$ cat src/rtl/ap3_ram_pkg.sv
// Shared constants for the AP3 embedded RAM port: address/data widths and width-mode encodings.
// Latency: none (package only).
// Backpressure: not applicable.
package ap3_ram_pkg;

  localparam int RAM_AW = 11;
  localparam int RAM_DW = 32;

  // RMODE/WMODE port-width selection of the RAM macro.
  typedef enum logic [1:0] {
    MODE_X32 = 2'b00,
    MODE_X16 = 2'b01,
    MODE_X8  = 2'b10,
    MODE_X4  = 2'b11
  } ram_mode_e;

  // FMODE = 0 selects plain RAM behaviour (not the macro's built-in FIFO).
  localparam logic FMODE_RAM = 1'b0;

endpackage

$ cat src/rtl/ram_fifo_outq.sv
// Two-entry prefetch queue sitting between the RAM read port and the downstream handshake.
// Latency: a word enqueued this cycle is at head the next cycle.
// Backpressure: none internally; the caller guarantees enq never hits a full queue and pop never hits an empty one.
// Ports: CLK, RST_N (sync active-low), flush (sync clear), enq/data (write), pop (remove head), occ (0..2), head (oldest word).
module ram_fifo_outq
  import ap3_ram_pkg::*;
#(
  parameter int DW = RAM_DW
) (
  input  logic          CLK,
  input  logic          RST_N,
  input  logic          flush,
  input  logic          enq,
  input  logic [DW-1:0] data,
  input  logic          pop,
  output logic [1:0]    occ,
  output logic [DW-1:0] head
);

  logic [DW-1:0] q0;
  logic [DW-1:0] q1;

  // q0 is always the head; q1 is only meaningful when occ == 2.
  always_ff @(posedge CLK) begin
    if (!RST_N || flush) begin
      occ <= 2'd0;
      q0  <= '0;
      q1  <= '0;
    end else begin
      case ({enq, pop})
        2'b10: begin
          if (occ == 2'd0) q0 <= data;
          else             q1 <= data;
          occ <= occ + 2'd1;
        end
        2'b01: begin
          q0  <= q1;
          occ <= occ - 2'd1;
        end
        2'b11: begin
          // Occupancy unchanged; the new word lands behind whatever survives the pop.
          if (occ == 2'd1) begin
            q0 <= data;
          end else begin
            q0 <= q1;
            q1 <= data;
          end
        end
        default: ;
      endcase
    end
  end

  assign head = q0;

endmodule

$ cat src/rtl/ram_fifo_ctrl.sv
// FIFO controller around an external single-clock RAM with 1-cycle read latency, plus a 2-word prefetch queue.
// Latency: push in cycle 0 into an empty block gives OUT_VALID in cycle 3; one word per cycle sustained.
// Backpressure: IN_READY drops when the RAM region is full or during FLUSH/reset; OUT_READY low stalls reads once the queue is claimed.
// Ports: CLK, RST_N, FLUSH; IN_VALID/IN_READY/IN_DATA push side; OUT_VALID/OUT_READY/OUT_DATA pop side;
//        WADDR/WDATA/WEN and RADDR/REN/RDATA to the RAM; RMODE/WMODE/FMODE ties; COUNT and status flags.
module ram_fifo_ctrl
  import ap3_ram_pkg::*;
#(
  parameter int ADDR_W    = 9,
  parameter int AE_THRESH = 4,
  parameter int AF_THRESH = (1 << ADDR_W) - 4
) (
  input  logic              CLK,
  input  logic              RST_N,
  input  logic              FLUSH,
  input  logic              IN_VALID,
  output logic              IN_READY,
  input  logic [RAM_DW-1:0] IN_DATA,
  output logic              OUT_VALID,
  input  logic              OUT_READY,
  output logic [RAM_DW-1:0] OUT_DATA,
  output logic [RAM_AW-1:0] WADDR,
  output logic [RAM_DW-1:0] WDATA,
  output logic              WEN,
  output logic [RAM_AW-1:0] RADDR,
  output logic              REN,
  input  logic [RAM_DW-1:0] RDATA,
  output logic [1:0]        RMODE,
  output logic [1:0]        WMODE,
  output logic              FMODE,
  output logic [ADDR_W+1:0] COUNT,
  output logic              EMPTY,
  output logic              FULL,
  output logic              ALMOST_EMPTY,
  output logic              ALMOST_FULL
);

  localparam int              DEPTH     = 1 << ADDR_W;
  localparam logic [ADDR_W:0] DEPTH_CNT = (ADDR_W + 1)'(DEPTH);

  logic [ADDR_W-1:0] wptr;
  logic [ADDR_W-1:0] rptr;
  logic [ADDR_W:0]   ram_cnt;
  logic              pend;
  logic [1:0]        outq_occ;
  logic              clr;
  logic              ram_full;
  logic              push;
  logic              pop;
  logic [2:0]        outq_claim;

  // Reset and flush share one clear path; both discard a read in flight.
  assign clr      = !RST_N || FLUSH;
  assign ram_full = (ram_cnt == DEPTH_CNT);
  assign IN_READY = !ram_full && !clr;
  assign push     = IN_VALID && IN_READY;

  assign OUT_VALID = (outq_occ != 2'd0);
  assign pop       = OUT_VALID && OUT_READY;

  // Queue slots already spoken for at the end of this cycle: stored words plus the
  // read landing now, less the word leaving. A new read may only start if a slot is left.
  assign outq_claim = {1'b0, outq_occ} + {2'b00, pend} - {2'b00, pop};
  assign REN        = (ram_cnt != '0) && (outq_claim < 3'd2) && !clr;

  always_ff @(posedge CLK) begin
    if (clr) begin
      wptr    <= '0;
      rptr    <= '0;
      ram_cnt <= '0;
      pend    <= 1'b0;
    end else begin
      if (push) wptr <= wptr + ADDR_W'(1);
      if (REN)  rptr <= rptr + ADDR_W'(1);
      case ({push, REN})
        2'b10:   ram_cnt <= ram_cnt + (ADDR_W + 1)'(1);
        2'b01:   ram_cnt <= ram_cnt - (ADDR_W + 1)'(1);
        default: ;
      endcase
      pend <= REN;
    end
  end

  ram_fifo_outq #(
    .DW (RAM_DW)
  ) u_outq (
    .CLK   (CLK),
    .RST_N (RST_N),
    .flush (FLUSH),
    .enq   (pend),
    .data  (RDATA),
    .pop   (pop),
    .occ   (outq_occ),
    .head  (OUT_DATA)
  );

  assign WEN   = push;
  assign WADDR = RAM_AW'(wptr);
  assign WDATA = IN_DATA;
  assign RADDR = RAM_AW'(rptr);

  assign RMODE = MODE_X32;
  assign WMODE = MODE_X32;
  assign FMODE = FMODE_RAM;

  assign COUNT        = (ADDR_W + 2)'(ram_cnt) + (ADDR_W + 2)'(outq_occ) + (ADDR_W + 2)'(pend);
  assign EMPTY        = (COUNT == '0);
  assign FULL         = ram_full;
  assign ALMOST_EMPTY = (int'(COUNT) <= AE_THRESH);
  assign ALMOST_FULL  = (int'(ram_cnt) >= AF_THRESH);

endmodule

$ cat config.mk
export PLATFORM = sky130hd
export DESIGN_NAME = ram_fifo_ctrl
export DESIGN_NICKNAME = d
export VERILOG_FILES = /design/src/rtl/ap3_ram_pkg.sv /design/src/rtl/ram_fifo_outq.sv /design/src/rtl/ram_fifo_ctrl.sv
export SDC_FILE = /design/constraint.sdc
export NUM_CORES = 1
export LEC_CHECK = 0
export BUFFER_PORTS_ARGS = -buffer_cell sky130_fd_sc_hd__buf_2
export CORE_UTILIZATION = 34
export DETAILED_ROUTE_END_ITERATION = 8
export GPL_TIMING_DRIVEN = 0
export PLACE_DENSITY = 0.7
export SETUP_SLACK_MARGIN = 0.2
export SLEW_MARGIN = 20
export SYNTH_ARGS = -nofsm -noshare
export SYNTH_HDL_FRONTEND = slang
export SYNTH_SLANG_ARGS = --single-unit
$ cat constraint.sdc
create_clock -name CLK -period 5.1 [get_ports CLK]
set_input_delay 0.51 -clock CLK [delete_from_list [all_inputs] [get_ports CLK]]
set_output_delay 0.51 -clock CLK [all_outputs]
set_load 0.01 [all_outputs]
==> results of run 1 <==
cell usage in the layout (no fill, tap or decap), types with 3 or more instances in the layout:
master     Yosys  routed
a211oi_1      34      34
a21o_1         4       4
a21oi_1       47      47
and2_1         4       4
buf_2          5     142
buf_4         46      46
clkbuf_1      25      25
clkbuf_16      0       9
conb_1         1       9
dfxtp_1       95      94
fa_1           4       4
ha_1          14      13
inv_1         15      15
mux2i_1       37      37
nand2_1       78      78
nand2b_1       6       6
nand3_1       16      16
nand4_1        7       7
nor2_1        70      70
nor3_1         5       5
nor4_1         3       3
o21ai_0        8       8
o31ai_1        4       4
o41ai_1        3       3
or3_1          3       3
xnor2_1       14      14
xor2_1        18      18
cells in the mapped netlist, types with 5 or more instances:
cell	n	area share
a211oi_1	34	0.051
a21oi_1	47	0.047
buf_2	5	0.0050
buf_4	46	0.070
clkbuf_1	25	0.019
dfxtp_1	95	0.38
ha_1	14	0.035
inv_1	15	0.011
mux2i_1	37	0.075
nand2_1	78	0.059
nand2b_1	6	0.0076
nand3_1	16	0.016
nand4_1	7	0.0088
nor2_1	70	0.053
nor3_1	5	0.0050
o21ai_0	8	0.0081
xnor2_1	14	0.025
xor2_1	18	0.032
layer usage:
layer	up-vias	share of wire	global-route usage
li1	2283	-	-
met1	2054	0.46	0.211
met2	99	0.47	0.265
met3	14	0.052	0.0376
met4	0	0.015	0.0572
met5	-	0	0
worst min-delay path: stages:
cell and delay [ps]:
buf_2 100, nand2_1 50, a21oi_1 50
cell families (layout without fill, tap and decap cells):
family                     Yosys count  count (layout)  share of synthesized area
muxes                               37              37                     0.0747
and+or+nand+nor                    203             203                      0.179
other                                1              10                   0.000756
adders and majority gates           18              18                     0.0515
DFF                                 95              95                      0.383
xor gates and xnor gates            32              32                     0.0565
buffers and inverters               93             246                      0.107
AOI/OAI and AO/OA                  114             114                      0.147
power by group through the flow:
stage,registers [µW],logic [µW],clock network [µW]
floorplan,775,110,0
global placement,773,174,0
detailed placement,773,175,0
CTS,756,176,731
global route,757,194,764
finish,756,173,713
metrics by stage:
step                      worst slack, ps  instance area, µm²   util
after floorplan                       908                4990      -
after global placement                561                5900  0.420
after detailed placement              463                5900  0.420
after CTS                             448                6220  0.443
after global routing                  330                6220  0.443
final                                 762                6220  0.443
sequential cells by signal (all words and copies together), names as in the netlist:
name	flops
pend	1
u_outq.q1	32
u_outq.head	32
ram_cnt	10
wptr	9
rptr	9
u_outq.occ	2
final timing paths:
kind	end	cells past startpoint	from
setup / recovery	ram_cnt[8]$_SDFFE_PP0P_	19	u_outq.occ[0]$_SDFFE_PP0P_
setup reg to reg	ram_cnt[8]$_SDFFE_PP0P_	19	u_outq.occ[0]$_SDFFE_PP0P_
hold / removal	u_outq.q1[5]$_SDFFE_PP0P_	3	RDATA[5]
hold reg to reg	u_outq.q1[16]$_SDFFE_PP0P_	2	u_outq.q1[16]$_SDFFE_PP0P_
what timing repair did:
item,in CTS,in global routing
gates resized for setup,0,2
endpoints found under the hold margin,0,0
endpoints found under the setup margin,0,3
cell type report:
| type | instances | area, µm² |
|---|---|---|
| diodes | 1 | 2.50 |
| inverters | 15 | 56.3 |
| well taps | 180 | 225 |
| fillers | 1414 | 7820 |
| plain buffers | 78 | 473 |
| clock buffers | 10 | 239 |
| multi-input cells | 413 | 2560 |
| flip-flops and latches | 95 | 1900 |
| clock inverters | 6 | 75.1 |
| repair buffers | 137 | 686 |
==> impl_metrics.json, run 1 <==
{
  "dp_hpwl_mm": 9.11,
  "dieArea_mm2": 0.0151,
  "wl_mm": 12.3,
  "seq_area_frac_synth": 0.383,
  "cts_sinks": 95,
  "seqPwrFrac": 0.460,
  "fmax_mhz": 231,
  "fin_crit_ps": 4340,
  "coreArea_mm2": 0.0140,
  "sw_frac_of_total": 0.251,
  "clkSlewWorstSetupHoldPaths_ps": 70,
  "drc_errors": 0,
  "peakVddDrop_mv": 0.148,
  "syn-instance-count": 593,
  "cpMostUsedCell": "xnor2_1",
  "finClkSkew_ps": 7.77,
  "rsz0062_at_grt": "false",
  "firstDrtPassIters": 4,
  "worst-path-buf-inv": 3,
  "setup_viol_count_final": 0,
  "worstHoldPathType": "in2reg",
  "power_frac_clock": 0.434,
  "power_density_mw_per_mm2": 264,
  "rows": 43,
  "reg2reg_slack_ps": 760,
  "comb_power_share": 0.106,
  "htreeDepth": 3,
  "gp_congestion": 0.797,
  "hold_viol": 0,
  "power_leakage_uw": 0.00290,
  "clock-root-buffer": "clkbuf_16",
  "finalMaxSlewViolations": 0,
  "intPower_uw": 1230,
  "tightestPinTransition_ps": 569,
  "syn_avg_cell_area_um2": 8.37,
  "grt_max_degree": 18,
  "p_sw_uw": 413,
  "critPathMaxStageDelay_ps": 390,
  "crit_family": "adder cells",
  "finalHoldWorstSlack_ps": 407,
  "power_uw": 1640,
  "drive_gt1_frac": 0.282,
  "vias_per_cell": 4.76,
  "cts.path.max_buffers": 2,
  "grt_pass1_vias": 3983,
  "grt_first_pass_wirelength_mm": 19.2,
  "overflow": 0,
  "yosys_register_bits": 95,
  "synth_warnings": 0,
  "cts_made_buffers": 9,
  "netlist_area_mm2": 0.00496,
  "cts_setup_buffers": 0,
  "min_period_over_period": 0.851,
  "holdBufCountCts": 0,
  "first_iter_violations": 169,
  "crit_fanout": 12,
  "die_y_um": 123,
  "avgRoutedWirePerCell_um": 13.1,
  "end_kind": "flop",
  "crit_path_start_kind": "flop",
  "nets": 836,
  "port_buffers": 137,
  "start_util": 0.353,
  "relSlewSlack": 0.621,
  "io_pins": 179,
  "synth.distinct_cells": 47,
  "ant_nets": 0,
  "cp_data_arrival_time_ps": 4580,
  "path_cells": "inv_1 -> ha_1 -> inv_1 -> nand2_1 -> xnor2_1 -> nand2_1 -> fa_1 -> xnor2_1 -> o211a_1 -> buf_4 -> and2_1 -> ha_2 -> ha_1 -> a21o_1 -> a21oi_1 -> a21oi_1 -> o41ai_1 -> xnor2_1 -> o21a_1",
  "synth-edff-count": 0,
  "status": "complete, no violations",
  "synthFlopType": "dfxtp_1",
  "max-cap-violations": 0,
  "antenna_found_initial": 0,
  "syn_to_final_growth_pct": 25.4,
  "fin_setup_tns_ps": 0,
  "dp.cells": 918,
  "fp.dieW_um": 123,
  "clkLatencyLatePin_ps": 350,
  "vias": 4450,
  "grt_usage": 0.163,
  "cts_tree": "built",
  "criticalPathCategory": "reg2reg",
  "instances_no_fill": 935,
  "async_flop_share": 0,
  "critical_path_required_ps": 5340,
  "cpMaxStageDelayCell": "dfxtp_1"
}
Power figures use the tool's default switching activity.
==> run 2: changes to the inputs <==
--- a/config.mk
+++ b/config.mk
@@ -6,10 +6,10 @@
 export NUM_CORES = 1
 export LEC_CHECK = 0
 export BUFFER_PORTS_ARGS = -buffer_cell sky130_fd_sc_hd__buf_2
-export CORE_UTILIZATION = 34
+export CORE_UTILIZATION = 45
 export DETAILED_ROUTE_END_ITERATION = 8
 export GPL_TIMING_DRIVEN = 0
-export PLACE_DENSITY = 0.7
+export PLACE_DENSITY = 0.88
 export SETUP_SLACK_MARGIN = 0.2
 export SLEW_MARGIN = 20
 export SYNTH_ARGS = -nofsm -noshare
==> constraint.sdc (replaced) <==
create_clock -name CLK -period 3.55 [get_ports CLK]
set_input_delay 0.355 -clock CLK [delete_from_list [all_inputs] [get_ports CLK]]
set_output_delay 0.355 -clock CLK [all_outputs]
set_load 0.01 [all_outputs]
==> run 2 against run 1 <==
Highest routed layer unchanged. The run now ends with setup timing left. Combinational power grew 58%. Utilization rose by 17 points. Die area decreased by 24%. Routed wire length up 0.60%. Global-route usage rose by 4.6 points.
==> impl_metrics.json, run 2 (same netlist as run 1, synthesis figures left out) <==
{
  "status": "finished, violations left",
  "violations": "setup timing",
  "die_y_um": 107,
  "antenna_found_initial": 0,
  "cp_data_arrival_time_ps": 3830,
  "end_kind": "flop",
  "first_iter_violations": 205,
  "nets": 858,
  "met2_usage": 0.360,
  "vias_per_cell": 5.12,
  "fin_crit_ps": 3580,
  "rr_worst_depth": 20,
  "crit_path_start_kind": "flop",
  "critical_path_required_ps": 3800,
  "grt_max_degree": 17,
  "firstDrtPassIters": 5,
  "power_density_mw_per_mm2": 321,
  "htreeDepth": 3,
  "grt_usage": 0.209,
  "finalMaxSlewViolations": 0,
  "dp_hpwl_mm": 8.92,
  "setup_ws_ps": -32.5,
  "finClkSkew_ps": 16.1,
  "setup_viol_count_final": 1,
  "peakVddDrop_mv": 0.141,
  "relSlewSlack": 0.599,
  "dieArea_mm2": 0.0114,
  "worstHoldPathType": "in2reg",
  "clkSlewWorstSetupHoldPaths_ps": 100,
  "coreArea_mm2": 0.0105,
  "vias": 4662,
  "crit_path_start": "u_outq.occ[1]$_SDFFE_PP0P_",
  "start_util": 0.472,
  "overflow": 0,
  "reg2reg_from": "u_outq.occ[1]$_SDFFE_PP0P_",
  "crit_fanout": 4,
  "syn_to_final_growth_pct": 29.7,
  "drive_gt1_frac": 0.342,
  "rows": 37,
  "layout_commonest_cell": "buf_2",
  "ant_nets": 0,
  "io_pins": 179,
  "avgRoutedWirePerCell_um": 13.5,
  "wl_mm": 12.3,
  "drc_errors": 0,
  "port_buffers": 137,
  "fin_util": 0.612,
  "gp_congestion": 0.848,
  "criticalPathCategory": "reg2reg",
  "worstSetupEndpoint": "ram_cnt[8]$_SDFFE_PP0P_",
  "rsz0062_at_grt": "true",
  "tightestPinTransition_ps": 596,
  "power_leakage_uw": 0.00299,
  "fp.dieW_um": 107,
  "reg2reg_to": "ram_cnt[8]$_SDFFE_PP0P_",
  "grt_pass1_vias": 4206,
  "grtUsageMet3": 0.0255,
  "fmax_mhz": 279,
  "reg2reg_slack_ps": -30,
  "clkLatencyLatePin_ps": 350,
  "most-common-layout-cells": "buf_2 (142), dfxtp_1 (91), nand2_1 (77), nor2_1 (69), buf_4 (65)",
  "cts_sinks": 95,
  "cts_tree": "built",
  "max-cap-violations": 0,
  "placed_area_mm2": 0.00600,
  "cts.path.max_buffers": 2,
  "grt_first_pass_wirelength_mm": 19.3,
  "n_antenna_cell": 0,
  "hold_viol": 0,
  "grtUsageMet1": 0.267,
  "cts_made_buffers": 9,
  "stdcell_area_mm2": 0.00643,
  "min_period_over_period": 1.01,
  "busiest_layer": "met2",
  "clock-root-buffer": "clkbuf_8",
  "holdCritStartpoint": "RDATA[7]"
}
-- run 2: layout make-up --
type                    instances  area (µm²)
clock buffers                   9         124
repair buffers                159         858
flip-flops and latches         95        1910
clock inverters                 6        67.6
fillers                       911        4080
inverters                      15        63.8
well taps                     136         170
multi-input cells             413        2760
plain buffers                  78         478
-- run 2: power breakdown --
part	switching (µW)	leakage [µW]	internal (µW)
combinational	146	0.00213	128
sequential	10.1	0.000768	1080
clock	383	0.0000921	326
total	539	0.00299	1530
-- run 2: metal layers --
layer,wire [µm],part of all wire
met1,5560,0.45
met5,0,0
met2,6000,0.49
met4,247,0.020
met3,531,0.043
-- run 2: worst min path at each step --
| stage | slack [ps] | cells past startpoint | endpoint |
|---|---|---|---|
| 6_report | 240 | 3 | u_outq.q1[7]$_SDFFE_PP0P_ |
| 5_1_grt | 230 | 3 | u_outq.q1[15]$_SDFFE_PP0P_ |
| 4_1_cts | 230 | 3 | u_outq.q1[7]$_SDFFE_PP0P_ |
| 3_5_place_dp | 450 | 2 | u_outq.q1[7]$_SDFFE_PP0P_ |
| 3_3_place_gp | 440 | 2 | u_outq.q1[18]$_SDFFE_PP0P_ |
| 2_1_floorplan | 440 | 2 | u_outq.q1[0]$_SDFFE_PP0P_ |
-- run 2: what timing repair did --
action                     4_1_cts  5_1_grt
pin swaps                       11       12
hold buffers                     0        0
gates resized for setup          7       14
setup endpoints to repair        8       10
setup buffers                   16        6
-- run 2: stage by stage --
| stage | setup TNS [ps] | total power [µW] | hold WS (ps) | std cells | setup WS [ps] |
|---|---|---|---|---|---|
| floorplan | -26.3 | 1280 | 436 | 601 | -26.3 |
| detailed placement | -747 | 1370 | 446 | 874 | -252 |
| CTS | -58.2 | 2080 | 228 | 905 | -34.2 |
| finish | -32.5 | 2070 | 242 | 911 | -32.5 |
| global placement | -514 | 1370 | 441 | 874 | -213 |
| global route | -488 | 2150 | 234 | 911 | -174 |
-- run 2: critical path, cell delays in order (launching register included) --
cell and delay [ps]:
dfxtp_4 370, inv_4 40, ha_4 160, inv_4 60
nand2_4 60, xnor2_2 150, nand2_1 110, fa_2 340
xnor2_1 130, o211a_1 120, buf_6 120, and2_4 140
ha_4 160, buf_6 130, fa_2 330, a21o_1 190
a21oi_2 200, a21oi_2 90, o41ai_2 240, xnor2_1 150
o21a_1 180
==> run 3: changes to the inputs <==
--- a/config.mk
+++ b/config.mk
@@ -5,11 +5,12 @@
 export SDC_FILE = /design/constraint.sdc
 export NUM_CORES = 1
 export LEC_CHECK = 0
+export ABC_AREA = 1
 export BUFFER_PORTS_ARGS = -buffer_cell sky130_fd_sc_hd__buf_2
-export CORE_UTILIZATION = 45
+export CORE_UTILIZATION = 46
 export DETAILED_ROUTE_END_ITERATION = 8
 export GPL_TIMING_DRIVEN = 0
-export PLACE_DENSITY = 0.88
+export PLACE_DENSITY = 0.9
 export SETUP_SLACK_MARGIN = 0.2
 export SLEW_MARGIN = 20
 export SYNTH_ARGS = -nofsm -noshare
==> run 3 against run 2 <==
The flow now finishes without violations. Sequential power up 5%. Routed wire length up 6.4%. Global-route usage up 2.0 points. First-iteration DRC count up 28%. Synthesized cell count up 15%. Design area up 2.2%. Fmax up 6.8%. Sequential share of layout area down 0.66 points. Hold slack worse by 24 ps. Clock-buffer cell count unchanged. Critical endpoint is now ram_cnt[9]$_SDFFE_PP0P_.
==> impl_metrics.json, run 3 <==
{
  "cts_made_buffers": 9,
  "yosys_register_bits": 95,
  "nets": 938,
  "most-common-layout-cells": "buf_2 (144), dfxtp_1 (92), nand2_1 (85), nor2_1 (80), o21ai_0 (66)",
  "hold_viol": 0,
  "die_y_um": 107,
  "async_flop_share": 0,
  "relSlewSlack": 0.649,
  "placed_area_mm2": 0.00613,
  "netlist_area_mm2": 0.00508,
  "max-cap-violations": 0,
  "dp_hpwl_mm": 9.71,
  "firstDrtPassIters": 5,
  "finalMaxSlewViolations": 0,
  "status": "complete, no violations",
  "cts_sinks": 95,
  "seq_area_frac_synth": 0.374,
  "holdCritStartpoint": "RDATA[31]",
  "seqPwrFrac": 0.461,
  "synth.distinct_cells": 37,
  "stdcell_area_mm2": 0.00658,
  "synth_area_leaders": "dfxtp_1 (37%), nand2_1 (6.9%), o21ai_0 (6.9%), buf_4 (6.5%), nor2_1 (6.4%)",
  "rows": 38,
  "dieArea_mm2": 0.0115,
  "overflow": 0,
  "syn-instance-count": 679,
  "grt_max_degree": 21,
  "finClkSkew_ps": 22.5,
  "drive_gt1_frac": 0.333,
  "synth_warnings": 0,
  "reg2reg_from": "u_outq.occ[0]$_SDFFE_PP0P_",
  "port_buffers": 137,
  "power_leakage_uw": 0.00335,
  "grt_usage": 0.229,
  "grt_first_pass_wirelength_mm": 21.0,
  "first_iter_violations": 263,
  "cts_tree": "built",
  "power_density_mw_per_mm2": 375,
  "tightestPinTransition_ps": 526,
  "synth-edff-count": 0,
  "vias_per_cell": 4.98,
  "yosysTopAreaCellShare": 0.374,
  "syn_to_final_growth_pct": 29.3,
  "clock-root-buffer": "clkbuf_8",
  "htreeDepth": 3,
  "p_sw_uw": 824,
  "power_frac_clock": 0.296,
  "holdBufCountCts": 0,
  "min_period_over_period": 0.944,
  "grt_pass1_vias": 4667,
  "fin_util": 0.609,
  "layout_commonest_cell": "buf_2",
  "criticalPathCategory": "reg2reg",
  "io_pins": 179,
  "syn_avg_cell_area_um2": 7.49,
  "synth_largest_area_cell": "dfxtp_1",
  "rsz0062_at_grt": "true",
  "worstHoldPathType": "in2reg",
  "synthFlopType": "dfxtp_1",
  "start_util": 0.471,
  "clkSlewWorstSetupHoldPaths_ps": 120,
  "crit_path_start_kind": "flop",
  "fp.dieW_um": 107,
  "critical_path_required_ps": 3790,
  "comb_power_share": 0.243,
  "clkLatencyLatePin_ps": 380,
  "sw_frac_of_total": 0.334,
  "cp_data_arrival_time_ps": 3600,
  "cts.path.max_buffers": 2,
  "intPower_uw": 1640,
  "vias": 4963,
  "crit_path_start": "u_outq.occ[0]$_SDFFE_PP0P_",
  "coreArea_mm2": 0.0108,
  "peakVddDrop_mv": 0.237,
  "crit_fanout": 6,
  "wl_mm": 13.1,
  "setup_viol_count_final": 0,
  "ant_nets": 0,
  "antenna_found_initial": 0,
  "end_kind": "flop",
  "n_antenna_cell": 0,
  "fin_crit_ps": 3350,
  "drc_errors": 0,
  "fmax_mhz": 298,
  "avgRoutedWirePerCell_um": 13.2,
  "gp_congestion": 0.864,
  "yosys-top-cells-count": "dfxtp_1 (95), nand2_1 (94), nor2_1 (87)",
  "synth.most_common_cell": "dfxtp_1"
}
-- run 3: cell types whose count changed after synthesis, moves of 5 or more --
| cell | change |
|---|---|
| o21ai_0 | +62 |
| inv_1 | +40 |
| a211oi_1 | -33 |
| a21oi_1 | +17 |
| nor2_1 | +17 |
| nand2_1 | +16 |
| nand3_1 | +14 |
| clkbuf_1 | -12 |
| xnor2_1 | -10 |
| mux2i_1 | -6 |
| nand2b_1 | -6 |
| nand2_2 | +5 |
| o21ai_1 | +5 |
-- run 3: area by class of cell --
class | instances | area, µm²
inverter | 60 | 235
tap | 140 | 175
timing repair buffer | 153 | 822
sequential | 95 | 1910
fill | 946 | 4220
clock inverter | 7 | 85.1
multi-input combinational | 465 | 2790
buffer | 67 | 433
clock buffer | 9 | 124
-- run 3: per-stage QoR --
stage	total power, µW	TNS, ps	instances	hold slack, ps	worst slack, ps
after global placement	1680	-504	964	461	-139
after detailed placement	1700	-955	964	472	-228
final	2470	0	996	219	197
after global routing	2580	0	996	232	13.1
after floorplan	1520	0	687	454	202
after CTS	2440	0	987	210	204
-- run 3: power by group through the flow --
stage | sequential [µW] | combinational, µW | clock, µW
global placement | 1160 | 521 | 0
detailed placement | 1160 | 534 | 0
floorplan | 1170 | 351 | 0
finish | 1140 | 599 | 731
global route | 1140 | 657 | 783
CTS | 1140 | 562 | 740
-- run 3: path summary, 6_finish.rpt --
path         cells past startpoint                    endpoint  slack [ps]
min                              3  u_outq.q1[31]$_SDFFE_PP0P_         220
min reg2reg                      2  u_outq.q1[26]$_SDFFE_PP0P_         490
max reg2reg                     25     ram_cnt[9]$_SDFFE_PP0P_         200
max                             25     ram_cnt[9]$_SDFFE_PP0P_         200
-- run 3: cells by family (layout without fill, tap and decap cells) --
logic type | count (synthesis) | in the layout | share of synthesized area
xor+xnor | 20 | 20 | 0.0345
mux | 31 | 31 | 0.0610
flops | 95 | 95 | 0.374
buf+inv | 127 | 296 | 0.129
simple gates | 240 | 240 | 0.201
fa+ha+maj | 18 | 18 | 0.0502
compound gates | 147 | 147 | 0.149
other cells | 1 | 9 | 0.000738
-- run 3: repair_timing --
item	in CTS	in global routing
endpoints found under the hold margin	0	0
gates resized for setup	10	26
setup endpoints to repair	9	10
setup buffers	7	9
pin swaps	4	20
-- run 3: worst max-delay path, cell delays in order, from the launching register on --
cell and delay (ps):
dfxtp_4 370, inv_4 70, ha_4 140, inv_4 40, nand2_4 90, inv_4 60
nor2_4 80, nor2_2 50, nor2_2 110, inv_2 60, fa_1 560, o21ai_2 60
a21oi_2 160, nand3_2 130, inv_4 90, ha_4 150, buf_12 130, ha_4 220
nand2_4 80, inv_1 50, a21oi_2 180, nand3_1 100, nand2_1 70, nand2_1 60
nand2_1 70, a21oi_1 60
-- run 3: routing by layer --
layer | track usage | vias to the layer above | part of all wire
met5 | 0 | - | 0
met4 | 0.0597 | 0 | 0.013
met1 | 0.268 | 2259 | 0.41
li1 | - | 2520 | -
met3 | 0.0632 | 15 | 0.070
met2 | 0.407 | 169 | 0.50
